<file path="config.mk">
export PLATFORM = sky130hd
export DESIGN_NAME = regfile_wb_scheduler
export DESIGN_NICKNAME = d
export VERILOG_FILES = /design/src/rtl/y86_pkg.sv /design/src/rtl/wb_fifo.sv /design/src/rtl/regfile_wb_scheduler.sv
export SDC_FILE = /design/constraint.sdc
export NUM_CORES = 2
export LEC_CHECK = 0
export ABC_AREA = 1
export CELL_PAD_IN_SITES_DETAIL_PLACEMENT = 0
export CELL_PAD_IN_SITES_GLOBAL_PLACEMENT = 1
export CORE_MARGIN = 2
export CORE_UTILIZATION = 41
export CTS_CLUSTER_DIAMETER = 150
export DETAILED_ROUTE_END_ITERATION = 7
export PLACE_DENSITY = 0.85
export SYNTH_ARGS = -nofsm -noshare
export SYNTH_HDL_FRONTEND = slang
export SYNTH_SLANG_ARGS = --single-unit
</file>
<file path="constraint.sdc">
create_clock -name clk -period 12.7 [get_ports clk]
set_input_delay 1.27 -clock clk [delete_from_list [all_inputs] [get_ports clk]]
set_output_delay 1.27 -clock clk [all_outputs]
set_load 0.03 [all_outputs]
</file>
<file path="src/rtl/y86_pkg.sv">
// Shared Y86 register-file definitions: register IDs, data width and the
// write-back queue entry layout.
package y86_pkg;

  localparam int DATA_W = 64;

  localparam logic [3:0] RRAX  = 4'h0;
  localparam logic [3:0] RRCX  = 4'h1;
  localparam logic [3:0] RRDX  = 4'h2;
  localparam logic [3:0] RRBX  = 4'h3;
  localparam logic [3:0] RRSP  = 4'h4;
  localparam logic [3:0] RRBP  = 4'h5;
  localparam logic [3:0] RRSI  = 4'h6;
  localparam logic [3:0] RRDI  = 4'h7;
  localparam logic [3:0] RR8   = 4'h8;
  localparam logic [3:0] RR9   = 4'h9;
  localparam logic [3:0] RR10  = 4'hA;
  localparam logic [3:0] RR11  = 4'hB;
  localparam logic [3:0] RR12  = 4'hC;
  localparam logic [3:0] RR13  = 4'hD;
  localparam logic [3:0] RR14  = 4'hE;
  localparam logic [3:0] RNONE = 4'hF;

  typedef struct packed {
    logic [3:0]        dst;
    logic [DATA_W-1:0] val;
  } wb_entry_t;

  function automatic logic is_reg(input logic [3:0] id);
    return id != RNONE;
  endfunction

endpackage

</file>
<file path="src/rtl/wb_fifo.sv">
// Two-push / one-pop circular FIFO of {dst, val} with two content-match
// ports that return the youngest queued entry for a given register.
module wb_fifo
  import y86_pkg::*;
#(
  parameter int DEPTH  = 4,
  parameter int DATA_W = y86_pkg::DATA_W
) (
  input  logic                     clk,
  input  logic                     rst,
  input  logic                     push0_i,
  input  logic [3:0]               push0_dst_i,
  input  logic [DATA_W-1:0]        push0_val_i,
  input  logic                     push1_i,
  input  logic [3:0]               push1_dst_i,
  input  logic [DATA_W-1:0]        push1_val_i,
  input  logic                     pop_i,
  output logic [3:0]               head_dst_o,
  output logic [DATA_W-1:0]        head_val_o,
  output logic [$clog2(DEPTH):0]   count_o,
  input  logic [3:0]               srcA_i,
  input  logic [3:0]               srcB_i,
  output logic                     hitA_o,
  output logic [DATA_W-1:0]        valA_o,
  output logic                     hitB_o,
  output logic [DATA_W-1:0]        valB_o
);

  localparam int AW = $clog2(DEPTH);
  localparam int CW = AW + 1;

  logic [3:0]        dst_q [DEPTH];
  logic [DATA_W-1:0] val_q [DEPTH];

  logic [AW-1:0] head_q, head_d;
  logic [AW-1:0] tail_q, tail_d;
  logic [AW-1:0] tail1;
  logic [CW-1:0] count_q, count_d;
  logic [CW-1:0] n_push;
  logic          pop_eff;

  always_comb begin
    n_push  = CW'(push0_i) + CW'(push1_i);
    pop_eff = pop_i && (count_q != '0);
    head_d  = pop_eff ? head_q + AW'(1) : head_q;
    tail_d  = tail_q + AW'(n_push);
    count_d = count_q + n_push - CW'(pop_eff);
    tail1   = tail_q + AW'(1);
  end

  always_ff @(posedge clk or posedge rst) begin
    if (rst) begin
      head_q  <= '0;
      tail_q  <= '0;
      count_q <= '0;
    end else begin
      head_q  <= head_d;
      tail_q  <= tail_d;
      count_q <= count_d;
    end
  end

  // push1 is only ever issued together with push0, so it lands one slot later.
  always_ff @(posedge clk) begin
    if (push0_i) begin
      dst_q[tail_q] <= push0_dst_i;
      val_q[tail_q] <= push0_val_i;
    end
    if (push1_i) begin
      dst_q[tail1] <= push1_dst_i;
      val_q[tail1] <= push1_val_i;
    end
  end

  // Scan oldest to youngest so the last hit taken is the youngest.
  function automatic logic [DATA_W:0] youngest(input logic [3:0] src);
    logic [DATA_W:0] res;
    logic [AW-1:0]   idx;
    res = '0;
    for (int i = 0; i < DEPTH; i++) begin
      idx = head_q + AW'(i);
      if ((CW'(i) < count_q) && (dst_q[idx] == src)) begin
        res = {1'b1, val_q[idx]};
      end
    end
    return res;
  endfunction

  always_comb begin
    {hitA_o, valA_o} = youngest(srcA_i);
    {hitB_o, valB_o} = youngest(srcB_i);
  end

  assign head_dst_o = dst_q[head_q];
  assign head_val_o = val_q[head_q];
  assign count_o    = count_q;

endmodule

</file>
<file path="src/rtl/regfile_wb_scheduler.sv">
// Write-back scheduler: queues up to two register writes per instruction,
// drains them through one registered write port, and forwards pending values.
module regfile_wb_scheduler
  import y86_pkg::*;
#(
  parameter int         DEPTH  = 4,
  parameter int         DATA_W = y86_pkg::DATA_W,
  parameter logic [3:0] RNONE  = y86_pkg::RNONE
) (
  input  logic                   clk,
  input  logic                   rst,
  input  logic                   wb_en,
  input  logic [3:0]             dstE,
  input  logic [DATA_W-1:0]      valE,
  input  logic [3:0]             dstM,
  input  logic [DATA_W-1:0]      valM,
  output logic                   stall,
  output logic                   wr_en,
  output logic [3:0]             wr_dst,
  output logic [DATA_W-1:0]      wr_val,
  input  logic [3:0]             rd_srcA,
  input  logic [3:0]             rd_srcB,
  input  logic [DATA_W-1:0]      rf_valA,
  input  logic [DATA_W-1:0]      rf_valB,
  output logic [DATA_W-1:0]      valA,
  output logic [DATA_W-1:0]      valB,
  output logic [$clog2(DEPTH):0] pend_cnt
);

  localparam int CW = $clog2(DEPTH) + 1;

  logic [CW-1:0]     count;
  logic [3:0]        head_dst;
  logic [DATA_W-1:0] head_val;
  logic              accept, push_e, push_m;
  logic              p0_en, p1_en;
  logic [3:0]        p0_dst;
  logic [DATA_W-1:0] p0_val;
  logic              pop;
  logic              hitA, hitB;
  logic [DATA_W-1:0] qvalA, qvalB;

  logic              wr_en_q, wr_en_d;
  logic [3:0]        wr_dst_q, wr_dst_d;
  logic [DATA_W-1:0] wr_val_q, wr_val_d;

  // A full instruction needs two free slots; stall whenever fewer remain.
  assign stall  = (count >= CW'(DEPTH - 1));
  assign accept = wb_en && !stall;
  assign pop    = (count != '0);

  // When both results target the same register only M is written.
  always_comb begin
    push_e = accept && (dstE != RNONE) && (dstE != dstM);
    push_m = accept && (dstM != RNONE);
    p0_en  = push_e || push_m;
    p1_en  = push_e && push_m;
    p0_dst = push_e ? dstE : dstM;
    p0_val = push_e ? valE : valM;
  end

  wb_fifo #(
    .DEPTH  (DEPTH),
    .DATA_W (DATA_W)
  ) u_fifo (
    .clk         (clk),
    .rst         (rst),
    .push0_i     (p0_en),
    .push0_dst_i (p0_dst),
    .push0_val_i (p0_val),
    .push1_i     (p1_en),
    .push1_dst_i (dstM),
    .push1_val_i (valM),
    .pop_i       (pop),
    .head_dst_o  (head_dst),
    .head_val_o  (head_val),
    .count_o     (count),
    .srcA_i      (rd_srcA),
    .srcB_i      (rd_srcB),
    .hitA_o      (hitA),
    .valA_o      (qvalA),
    .hitB_o      (hitB),
    .valB_o      (qvalB)
  );

  // Drain stage: queue head -> registered write port
  always_comb begin
    wr_en_d  = pop;
    wr_dst_d = pop ? head_dst : RNONE;
    wr_val_d = pop ? head_val : wr_val_q;
  end

  always_ff @(posedge clk or posedge rst) begin
    if (rst) begin
      wr_en_q  <= 1'b0;
      wr_dst_q <= RNONE;
      wr_val_q <= '0;
    end else begin
      wr_en_q  <= wr_en_d;
      wr_dst_q <= wr_dst_d;
      wr_val_q <= wr_val_d;
    end
  end

  assign wr_en  = wr_en_q;
  assign wr_dst = wr_dst_q;
  assign wr_val = wr_val_q;

  // Queued entries are younger than the one currently on the write port.
  function automatic logic [DATA_W-1:0] fwd_sel(
    input logic [3:0]        src,
    input logic              qhit,
    input logic [DATA_W-1:0] qval,
    input logic [DATA_W-1:0] rfval
  );
    if (src == RNONE)                     return '0;
    else if (qhit)                        return qval;
    else if (wr_en_q && wr_dst_q == src)  return wr_val_q;
    else                                  return rfval;
  endfunction

  always_comb begin
    valA = fwd_sel(rd_srcA, hitA, qvalA, rf_valA);
    valB = fwd_sel(rd_srcB, hitB, qvalB, rf_valB);
  end

  assign pend_cnt = count + CW'(wr_en_q);

endmodule

</file>
After elaboration in Yosys (flattened, before gate mapping)
Memory sizes are Yosys's and may differ from the RTL's.
Index checks and enable logic that the tools add are counted.
{"block": "totals", "memories": 2, "mem_bits_rw": 272, "output_inout_bits": 201, "regBits": 76, "in_bits": 275}
{"block": "op_classes", "muxes": 21, "reduce_logical": 18, "n_lt_le_gt_ge": 5, "eq_ne": 15, "add_sub_neg": 9}
{"name": "u_fifo.val_q", "depth": 4, "width": 64, "rd": 4, "rd_ports_with_merged_regs": 0, "write_ports": 2, "line_no": "wb_fifo.sv:33", "rtl": "logic [DATA_W-1:0] val_q [DEPTH];"}
{"name": "u_fifo.dst_q", "depth": 4, "width": 4, "rd": 4, "rd_ports_with_merged_regs": 0, "write_ports": 2, "line_no": "wb_fifo.sv:32", "rtl": "logic [3:0] dst_q [DEPTH];"}
{"operator": "65-bit two-way mux", "n": 8}
{"operator": "64-bit two-way mux", "n": 7}
{"operator": "4-bit equality test", "n": 10}
{"operator": "1-bit logical AND", "n": 15}
{"operator": "4-bit equality test (second input constant)", "n": 2}
{"operator": "4-bit two-way mux", "n": 2}
{"operator": "4-bit != test (second input constant)", "n": 2}
{"operator": "1-bit by 3-bit < comparator with 1-bit output (first input constant)", "n": 2}
{"operator": "2-bit by 3-bit < comparator with 1-bit output (first input constant)", "n": 2}
{"operator": "2-bit by 1-bit adder with 2-bit output (second input constant)", "n": 2}
{"operator": "2-bit adder (second input constant)", "n": 2}
{"operator": "1-bit two-way mux", "n": 4}
{"operator": "4-bit != test", "n": 1}
{"operator": "3-bit by 1-bit adder with 3-bit output", "n": 1}
{"operator": "3-bit adder", "n": 1}
{"operator": "3-bit by 2-bit greater-or-equal comparator with 1-bit output (second input constant)", "n": 1}
{"operator": "3-bit nonzero test", "n": 1}
{"operator": "3-bit by 1-bit subtractor with 3-bit output", "n": 1}
{"operator": "1-bit by 1-bit adder with 2-bit output", "n": 1}
{"operator": "2-bit adder", "n": 1}
{"operator": "1-bit logical NOT", "n": 1}
{"operator": "1-bit logical OR", "n": 1}

Logic depth before layout (Yosys ltp)
{"block": "logic_depth", "word_depth": 9, "mapped_depth": 18}

By module
A second synthesis with hierarchy kept.
{"block": "unflattened", "hier_cells": 5056, "area_unflattened_um2": 32388.6}
{"module": "wb_fifo", "cells_per_inst": 3629, "area_per_inst_um2": 24028.0, "seq_area_each_um2": 8343.0, "n_inst": 1}
{"module": "regfile_wb_scheduler", "cells_per_inst": 1427, "area_per_inst_um2": 8360.5, "seq_area_each_um2": 1731.7, "n_inst": 1}

Least setup slack after synthesis
No wires, ideal clock.
{"block": "synth_path", "path_type": "in2reg", "startpoint": "input dstM[2]", "endpoint": "memory u_fifo.dst_q[3][0], enable pin", "required_ns": 12.182, "path_slack_ns": 6.373, "setup_ns": 0.518, "n_path_buf": 3, "t_arrival_ns": 5.809, "cell_stages": 10, "cell_sequence": "clkbuf_1 -> xnor2_1 -> nand4_1 -> nand2_1 -> buf_2 -> buf_2 -> inv_1 -> ha_1 -> inv_1 -> o22ai_1"}
{"item": "from (decl)", "line_no": "regfile_wb_scheduler.sv:15", "rtl": "input logic [3:0] dstM,"}
{"item": "to (decl)", "line_no": "wb_fifo.sv:32"}

Worst setup path after layout
{"block": "layout_path", "startpoint": "register u_fifo.head_q[0]", "endpoint": "output valB[23]"}
{"block": "layout_via", "elab_chain_len": 9}
{"item": "from (decl)", "line_no": "wb_fifo.sv:35", "rtl": "logic [AW-1:0] head_q, head_d;"}
{"item": "from (signal assigned)", "line_no": "wb_fifo.sv:53", "rtl": "head_q <= '0;"}
{"item": "from (signal assigned)", "line_no": "wb_fifo.sv:57", "rtl": "head_q <= head_d;"}
{"item": "2-bit by 1-bit adder with 2-bit output or memory 4 x 4 bit (tied branches)"}
{"item": "memory 4 x 4 bit or 4-bit equality test (tied branches)"}
{"item": "4-bit equality test or 1-bit logical AND (tied branches)", "line_no": "wb_fifo.sv:82", "rtl": "if ((CW'(i) < count_q) && (dst_q[idx] == src)) begin"}
{"item": "1-bit logical AND or 65-bit two-way mux (tied branches)", "line_no": "wb_fifo.sv:82"}
{"item": "65-bit two-way mux (2 in series)", "line_no": "wb_fifo.sv:82"}
{"item": "65-bit two-way mux (*)", "line_no": "wb_fifo.sv:82"}
{"item": "64-bit two-way mux (*)", "line_no": "regfile_wb_scheduler.sv:117", "rtl": "else if (qhit) return qval;"}
{"item": "64-bit two-way mux (*)", "line_no": "regfile_wb_scheduler.sv:116", "rtl": "if (src == RNONE) return '0;"}
{"item": "to (decl)", "line_no": "regfile_wb_scheduler.sv:26", "rtl": "output logic [DATA_W-1:0] valB,"}
Mark *: on every way between the ends. The rest lies on a longest branch, timed or not.

==> impl_metrics.json <==
{
  "status": "finished, final reports clean",
  "peakVddDrop_uv": 274,
  "vias_per_cell": 5.40,
  "end_kind": "output pin",
  "place_inst": 6071,
  "coreArea_mm2": 0.0733,
  "grt_max_degree": 147,
  "fin_cells": 6166,
  "yosysSeqAreaShare_pct": 33.1,
  "cp_data_required_time_ns": 11.43,
  "hpwl_um": 81400,
  "die_w_um": 277,
  "hold_class": "register to register",
  "tns_ns": 0,
  "htreeDepth": 2,
  "hold_viol_final": 0,
  "grt_pass1_wl_um": 187000,
  "synth.distinct_cells": 36,
  "fp-row-count": 99,
  "finalPower_w": 0.0121,
  "cp.arrival_ns": 8.03,
  "place_congestion": 0.906,
  "fmax_mhz": 108,
  "post_cts_buffers": 0,
  "synth_top_flop_cell": "edfxtp_1",
  "cts_tree": "done",
  "numCtsBuffers": 43,
  "tightest_slew_ns": 1.29,
  "syn_area_per_cell_um2": 6.12,
  "ff_latch_area_mm2": 0.0101,
  "hold_buffers": 0,
  "drv_slew": 0,
  "antenna_found_initial": 20,
  "grt-ovfl-total": 0,
  "final_cell_mix": "nand2_1, o21ai_0, nand3_1",
  "hold-path-cell-count": 2,
  "synth-seq-cells": 348,
  "ant_nets": 0,
  "slowest_stage": "nor2_4",
  "fin_crit_sh_pct": 73.2,
  "whs_ns": 0.534,
  "grt_pass1_vias": 30700,
  "period_minus_slack_ns": 9.30,
  "yosysWarnings": 0,
  "cts.sinks": 348,
  "nets": 5441,
  "grtUsageTotal_pct": 31.2,
  "totalWireLength_um": 122000,
  "dr.pass1.iters": 6,
  "crit_path_max_incr_delay_ns": 1.03,
  "port_buffers": 475,
  "die_area_mm2": 0.0765,
  "setup_viol": 0,
  "fillers": 7560,
  "p_leak_nw": 16.7,
  "rsz0062_at_grt": "false",
  "clk_latency_ns": 0.59,
  "synth_top_area_share_pct": 26.8,
  "reg2reg_depth": 11,
  "ioPinCount": 476,
  "cts_resized": 0,
  "clock_path_buffers": 3,
  "cts.reportedPaths.clkPinSlew_ns": 0.07,
  "finalClockSkew_ns": 0.0214,
  "layout-drive-gt1-share_pct": 3.26,
  "start_util_pct": 41.6,
  "die_y_um": 277,
  "async_reset_ff_share_pct": 21.8,
  "drt_iter0_drc": 3495,
  "netlist_area_mm2": 0.0305,
  "power_density_mw_per_mm2": 328,
  "criticalPathCategory": "register to output pin",
  "drc": 0,
  "crit_chain": "inv_6 > buf_4 > nand2_1 > nand2_1 > nand2_1 > nand2_1 > nand2_1 > o21ai_1 > nor2_4 > nand2_4 > nand2_1 > nor2_4 > buf_4 > buf_4 > nor2_1 > a21oi_1 > clkdlybuf4s50_1",
  "clockRootBuffer": "clkbuf_16",
  "crit_path_start_kind": "register",
  "post-route-util_pct": 50.2,
  "num_vias": 33300,
  "path_common_cell": "nand2_1",
  "wl_per_cell_um": 19.8,
  "synth_area_leader_cell": "edfxtp_1",
  "cap_violations": 0,
  "area_growth_pct": 20.8,
  "multiInputGateArea_mm2": 0.0170,
  "final_common_cell": "nand2_1",
  "synth_edf_count": 272,
  "synth_nets": 5259,
  "synth_area_leaders": "edfxtp_1, nand2_1, o21ai_0",
  "postSynthCellCount": 4975,
  "slew-limit-headroom_pct": 13.5,
  "crit_fanout": 111
}
==> critical path: cells and delay by family, from the launching register on <==
family                 cells  cell delay, ns
buffers and inverters      5            3.03
flip-flops                 1            0.73
AO/OA/AOI/OAI              2            0.47
AND/OR/NAND/NOR           10            3.11
==> cell usage after synthesis (2+ instances only) <==
| master | n |
|---|---|
| nor2_1 | 311 |
| nand3_1 | 515 |
| a211oi_1 | 2 |
| edfxtp_1 | 272 |
| buf_2 | 129 |
| nand4_1 | 32 |
| a21oi_1 | 167 |
| dfstp_2 | 4 |
| buf_4 | 18 |
| xor2_1 | 10 |
| o21ai_1 | 118 |
| o21ai_0 | 776 |
| or2_2 | 4 |
| nand2_1 | 1684 |
| dfrtp_1 | 72 |
| xnor2_1 | 6 |
| buf_6 | 9 |
| clkbuf_1 | 205 |
| o22ai_1 | 5 |
| mux2i_1 | 70 |
| inv_2 | 5 |
| ha_1 | 8 |
| buf_1 | 32 |
| inv_1 | 509 |
==> where the power goes <==
group	internal, W	switching (W)	total (W)
clock	0.000746	0.000520	0.00127
sequential	0.00167	0.000286	0.00195
combinational	0.00265	0.00621	0.00886
total	0.00507	0.00701	0.0121
==> area by class of cell <==
type / count / area share [%]
Antenna cell: 17 / 0.116
Multi-Input combinational cell: 3720 / 46.1
Timing Repair Buffer: 530 / 14.0
Clock inverter: 30 / 0.785
Inverter: 514 / 5.26
Tap cell: 959 / 3.26
Clock buffer: 48 / 3.09
Sequential cell: 348 / 27.4
==> flip-flops by register name, indices dropped and copies added (netlist names) <==
| name | count |
|---|---|
| u_fifo.count_o | 3 |
| wr_dst | 4 |
| wr_val | 64 |
| u_fifo.tail_q | 2 |
| wr_en | 1 |
| u_fifo.dst_q | 16 |
| u_fifo.head_q | 2 |
| u_fifo.val_q | 256 |
==> per-layer routing <==
layer	part of all wire, %	global-route usage, %
met1	44	43.8
met2	43	48.2
met3	9.6	5.81
met4	3.0	10.3
met5	0.047	0
==> final timing paths <==
check	slack [ns]	startpoint	to
min in group asynchronous	1.01	rst	wr_val[44]
max reg2reg	8.30	u_fifo.count_o[2]	u_fifo.val_q[0][41]
min	0.53	wr_val[42]	wr_val[42]
max in group asynchronous	10.38	rst	u_fifo.head_q[1]
max	3.40	u_fifo.head_q[0]	valB[23]
min reg2reg	0.53	wr_val[42]	wr_val[42]
==> per-stage QoR <==
stage               worst slack [ns]  cell area (um2)
detailed placement              4.19            35400
CTS                             3.55            36800
finish                          3.40            36800
floorplan                       6.37            30500
global placement                4.28            35400
global route                    2.84            36800
==> logic make-up after synthesis <==
logic type	Yosys count	share of synthesized area, %
xor gates and xnor gates	16	0.460
AOI/OAI and AO/OA	1072	17.7
buffers and inverters	907	12.1
adders and majority gates	9	0.394
and+or+nand+nor	2553	33.9
DFF	348	33.1
muxes	70	2.30
Power figures use the tool's default switching activity.
